===== src/rtl/counter_sequencer.sv =====
// counter_sequencer: sequencing controller for the 4-bit counter datapath.
// Loads a start value, steps the counter up or down (modulo 16) toward a
// programmed end value, then finishes with a done pulse or reloads and repeats.
// Adds pause/abort control and a saturating pass counter.
// Optional feature: define CTR_SEQ_PRESCALE_EN to add a tick prescaler.
module counter_sequencer (
    input  logic       clk,
    input  logic       rst,
    input  logic       start,
    input  logic [3:0] start_val,
    input  logic [3:0] end_val,
    input  logic       dir,
    input  logic       repeat_en,
    input  logic       pause,
    input  logic       abort,
    input  logic [3:0] prescale,
    output logic [3:0] count,
    output logic       busy,
    output logic       done,
    output logic [3:0] passes
);

    typedef enum logic [1:0] {
        ST_IDLE = 2'd0,
        ST_RUN  = 2'd1,
        ST_DONE = 2'd2
    } state_t;

    state_t     state_q, state_d;
    logic [3:0] count_q, count_d;
    logic       busy_q, busy_d;
    logic       done_q, done_d;
    logic [3:0] passes_q, passes_d;
    logic [3:0] start_q, start_d;
    logic [3:0] end_q, end_d;
    logic       dir_q, dir_d;
    logic       rep_q, rep_d;
    logic       tick;
    logic       accept;

    // A start is accepted only in IDLE and only when no abort is present.
    assign accept = (state_q == ST_IDLE) && start && !abort;

`ifdef CTR_SEQ_PRESCALE_EN
    logic [3:0] prescale_q, prescale_d;
    logic [3:0] pre_cnt_q, pre_cnt_d;

    assign tick = (pre_cnt_q == prescale_q);

    // Prescaler: cleared on start and on each tick, frozen while paused.
    always_comb begin
        pre_cnt_d  = pre_cnt_q;
        prescale_d = prescale_q;
        if (accept) begin
            pre_cnt_d  = 4'd0;
            prescale_d = prescale;
        end else if ((state_q == ST_RUN) && !abort && !pause) begin
            pre_cnt_d = tick ? 4'd0 : pre_cnt_q + 4'd1;
        end
    end

    // Prescaler registers.
    always_ff @(posedge clk or posedge rst) begin
        if (rst) begin
            pre_cnt_q  <= 4'd0;
            prescale_q <= 4'd0;
        end else begin
            pre_cnt_q  <= pre_cnt_d;
            prescale_q <= prescale_d;
        end
    end
`else
    logic unused_prescale;

    assign tick            = 1'b1;
    assign unused_prescale = ^prescale;
`endif

    // Next-state and registered-output logic for the sequencer.
    always_comb begin
        state_d  = state_q;
        count_d  = count_q;
        busy_d   = busy_q;
        done_d   = 1'b0;
        passes_d = passes_q;
        start_d  = start_q;
        end_d    = end_q;
        dir_d    = dir_q;
        rep_d    = rep_q;
        case (state_q)
            ST_IDLE: begin
                if (accept) begin
                    start_d  = start_val;
                    end_d    = end_val;
                    dir_d    = dir;
                    rep_d    = repeat_en;
                    count_d  = start_val;
                    passes_d = 4'd0;
                    busy_d   = 1'b1;
                    state_d  = ST_RUN;
                end
            end
            ST_RUN: begin
                if (abort) begin
                    busy_d  = 1'b0;
                    state_d = ST_IDLE;
                end else if (!pause && tick) begin
                    if (count_q == end_q) begin
                        done_d = 1'b1;
                        if (passes_q != 4'd15) begin
                            passes_d = passes_q + 4'd1;
                        end
                        if (rep_q) begin
                            count_d = start_q;
                        end else begin
                            busy_d  = 1'b0;
                            state_d = ST_DONE;
                        end
                    end else if (dir_q) begin
                        count_d = count_q - 4'd1;
                    end else begin
                        count_d = count_q + 4'd1;
                    end
                end
            end
            ST_DONE: begin
                busy_d  = 1'b0;
                state_d = ST_IDLE;
            end
            default: begin
                busy_d  = 1'b0;
                state_d = ST_IDLE;
            end
        endcase
    end

    // State, outputs and latched configuration.
    always_ff @(posedge clk or posedge rst) begin
        if (rst) begin
            state_q  <= ST_IDLE;
            count_q  <= 4'd0;
            busy_q   <= 1'b0;
            done_q   <= 1'b0;
            passes_q <= 4'd0;
            start_q  <= 4'd0;
            end_q    <= 4'd0;
            dir_q    <= 1'b0;
            rep_q    <= 1'b0;
        end else begin
            state_q  <= state_d;
            count_q  <= count_d;
            busy_q   <= busy_d;
            done_q   <= done_d;
            passes_q <= passes_d;
            start_q  <= start_d;
            end_q    <= end_d;
            dir_q    <= dir_d;
            rep_q    <= rep_d;
        end
    end

    assign count  = count_q;
    assign busy   = busy_q;
    assign done   = done_q;
    assign passes = passes_q;

endmodule


===== config.mk =====
export PLATFORM = sky130hd
export DESIGN_NAME = counter_sequencer
export DESIGN_NICKNAME = d
export VERILOG_FILES = /design/src/rtl/counter_sequencer.sv
export SDC_FILE = /design/constraint.sdc
export NUM_CORES = 1
export LEC_CHECK = 0
export BUFFER_PORTS_ARGS = -buffer_cell sky130_fd_sc_hd__buf_2
export CORE_ASPECT_RATIO = 0.7
export CORE_UTILIZATION = 39
export CTS_BUF_LIST = sky130_fd_sc_hd__clkbuf_8
export CTS_CLUSTER_SIZE = 10
export DETAILED_ROUTE_END_ITERATION = 16
export PLACE_DENSITY = 0.64
export SLEW_MARGIN = 10
export SYNTH_ARGS = -nofsm -noshare
export SYNTH_HDL_FRONTEND = slang
export SYNTH_SLANG_ARGS = --single-unit

===== constraint.sdc =====
create_clock -name clk -period 2.52 [get_ports clk]
set_input_delay 0.252 -clock clk [delete_from_list [all_inputs] [get_ports clk]]
set_output_delay 0.252 -clock clk [all_outputs]
set_load 0.01 [all_outputs]

==> flow_summary.json <==
{
  "status": "finished, final reports clean",
  "cp.required_ns": 2.67,
  "drive_gt1_share_pct": 24.50,
  "grt_remaining_overflow": 0,
  "end_kind": "flip-flop",
  "synth_edf_count": 0,
  "area_growth_pct": 20.07,
  "clk_path_buf_depth": 2,
  "synthXorXnorAreaFrac_pct": 5.373,
  "cts-htree-levels": 1,
  "powerDensity_mw_per_mm2": 878.2,
  "critPathSlowestCell": "or4b_1",
  "pre_cts_ws_ns": 0.4690,
  "path_delay_family": "simple AND/OR/NAND/NOR gates",
  "die_w_um": 66.65,
  "cap_violations": 0,
  "cts.clk_slew.worst_paths_ns": 0.07,
  "tns_ns": 0,
  "post_cts_buffers": 0,
  "dr_total_vias": 938,
  "antenna_found_initial": 0,
  "holdWs_ns": 0.1369,
  "syn-num-nets": 145,
  "numCtsBuffers": 3,
  "yosysSeqAreaShare_pct": 46.05,
  "start_util_pct": 41.01,
  "critPathBufInv": 0,
  "dr.pass1.iters": 4,
  "max_freq_ghz": 0.4846,
  "p_total_mw": 1.203,
  "drt_iter0_markers": 26,
  "core_mm2": 0.002783,
  "root_buffer": "clkbuf_8",
  "synth-seq-cells": 21,
  "report.final.slew_viol_count": 0,
  "leakage_nw": 0.6835,
  "reg2reg_slack_ns": 0.46,
  "period_needed_ns": 2.064,
  "rsz0062_at_grt": "false",
  "grt_pass1_wl_mm": 3.967,
  "grt_max_degree": 22,
  "port_buffers": 24,
  "grt_pass1_vias": 884,
  "num_rows": 16,
  "grt_use_total_pct": 17.51,
  "nets": 175,
  "startpoint_type": "flip-flop",
  "cts_tree": "done",
  "drc": 0,
  "gp_congestion": 0.7600,
  "avgSynthCellArea_um2": 9.353,
  "syn_inst": 122,
  "fin_ws_ns": 0.4564,
  "min_period_over_period_pct": 81.89,
  "chipHeight_um": 47.26,
  "setup_viol": 0,
  "async_flop_share_pct": 100.0,
  "clk_latency_ns": 0.26,
  "synth_warnings": 0,
  "wl_per_cell_um": 13.09,
  "clock_skew_ns": 0.003301,
  "tightest_slew_ns": 0.8058,
  "synth_top_family_by_area": "simple AND/OR/NAND/NOR gates",
  "synth_ff_type": "dfrtp_1",
  "syn_area_mm2": 0.001141,
  "avgViaCountPerCell": 5.016,
  "slew_headroom_pct": 46.22,
  "path_class": "flip-flop to flip-flop",
  "synth_compound_area_share_pct": 15.68,
  "yosys.area_share.simple_pct": 23.36,
  "max_stage_delay_ns": 0.56,
  "synthDistinctLibCells": 36,
  "critPathMaxFanout": 8,
  "postRouteAntennaNets": 0,
  "ios": 29,
  "final_area_mm2": 0.001370,
  "critPathArrivalTime_ns": 2.21,
  "fillerInstances": 279,
  "post_dp_cell_area_mm2": 0.001325,
  "ctsHoldBuffers": 0,
  "wirelength_mm": 2.448,
  "clock-sinks": 21,
  "die_area_mm2": 0.003150,
  "synthAdderAreaFrac_pct": 5.044,
  "min_path_type": "input port to asynchronous set/reset pin",
  "crit_chain": "or4b_1 > o21a_1 > a221oi_2 > mux2_2",
  "synthMuxAreaShare_pct": 1.864,
  "dpl.hpwl_mm": 1.856,
  "cts_resized": 0,
  "hold_viol": 0,
  "vdd_drop_max_v": 0.0003919,
  "antennaDiodeCount": 0
}
[stage by stage]
| stage | util, % | instances |
|---|---|---|
| global route | 49.24 | 187 |
| finish | 49.24 | 187 |
| CTS | 49.24 | 187 |
| global placement | 47.62 | 183 |
| detailed placement | 47.62 | 183 |
| floorplan | - | 122 |
[logic make-up after synthesis]
family | after synthesis
AOI/OAI and AO/OA | 24
buffers and inverters | 8
xor gates and xnor gates | 7
and+or+nand+nor | 56
adders and majority gates | 4
DFF | 21
muxes | 2
[synthesized netlist by cell type, types with 2 or more instances]
library cell	number	share of area [%]
xnor2_1	3	2.3
inv_1	5	1.6
ha_1	3	3.3
o31ai_1	2	1.3
a21oi_1	4	1.8
or3_1	2	1.1
xor2_1	4	3.1
nor2b_1	2	1.1
o21a_1	2	1.3
dfrtp_1	21	46
clkbuf_1	2	0.66
nor2_1	7	2.3
nand3_1	2	0.88
o21ai_0	5	2.2
nand2b_1	4	2.2
nand2_1	34	11
[cells in the final DEF (no fill, tap or decap), drive strengths merged, types with 2 or more instances in the layout]
| master | count |
|---|---|
| a21oi | 4 |
| a31oi | 2 |
| buf | 28 |
| clkbuf | 3 |
| dfrtp | 21 |
| ha | 3 |
| inv | 6 |
| nand2 | 34 |
| nand2b | 5 |
| nand3 | 2 |
| nor2 | 7 |
| nor2b | 2 |
| o21a | 2 |
| o21ai | 6 |
| o31ai | 2 |
| or3 | 3 |
| xnor2 | 3 |
| xor2 | 4 |
[area by class of cell]
type | count | area, µm² | area share (%)
well taps | 36 | 45.04 | 3.288
flip-flops and latches | 21 | 525.5 | 38.36
clock inverters | 1 | 3.754 | 0.2740
multi-input cells | 93 | 585.6 | 42.74
inverters | 5 | 18.77 | 1.370
clock buffers | 3 | 41.29 | 3.014
repair buffers | 28 | 150.1 | 10.96
[power by group]
group	internal, mW	switching (mW)	total (mW)	leakage, nW
Sequential	0.412	0.0870	0.499	0.266
Clock	0.109	0.105	0.214	0.0269
Combinational	0.228	0.263	0.490	0.391
Total	0.748	0.455	1.20	0.684
[worst reg2reg max path, cell delays in order, from the launching register on]
cell and delay (ns):
dfrtp_1 0.45, or4b_1 0.56, o21a_1 0.14, a221oi_2 0.41
mux2_2 0.39
[registers in the layout, indices dropped and copies added (netlist names)]
signal   flops
passes       4
count        4
busy         1
dir_q        1
rep_q        1
end_q        4
state_q      1
done         1
start_q      4
[routing by layer]
layer	GRT usage [%]	part of all wire, %	up-vias
met5	0	0	-
met3	4.612	5.3	0
met4	3.830	0	0
met2	28.89	46	23
met1	23.54	49	443
li1	-	-	472
[path summary, 6_finish.rpt]
| kind | startpoint | to | depth (start not counted) |
|---|---|---|---|
| worst max-delay path | busy | count[2] | 4 |
| worst min-delay path | rst | rep_q | 2 |
| worst max register to register | busy | count[2] | 4 |
| worst min register to register | start_q[1] | start_q[1] | 2 |
| max in group asynchronous | rst | end_q[2] | 2 |
| min in group clk | end_val[1] | end_q[1] | 3 |
No activity file was read; power rests on OpenSTA's default activity.
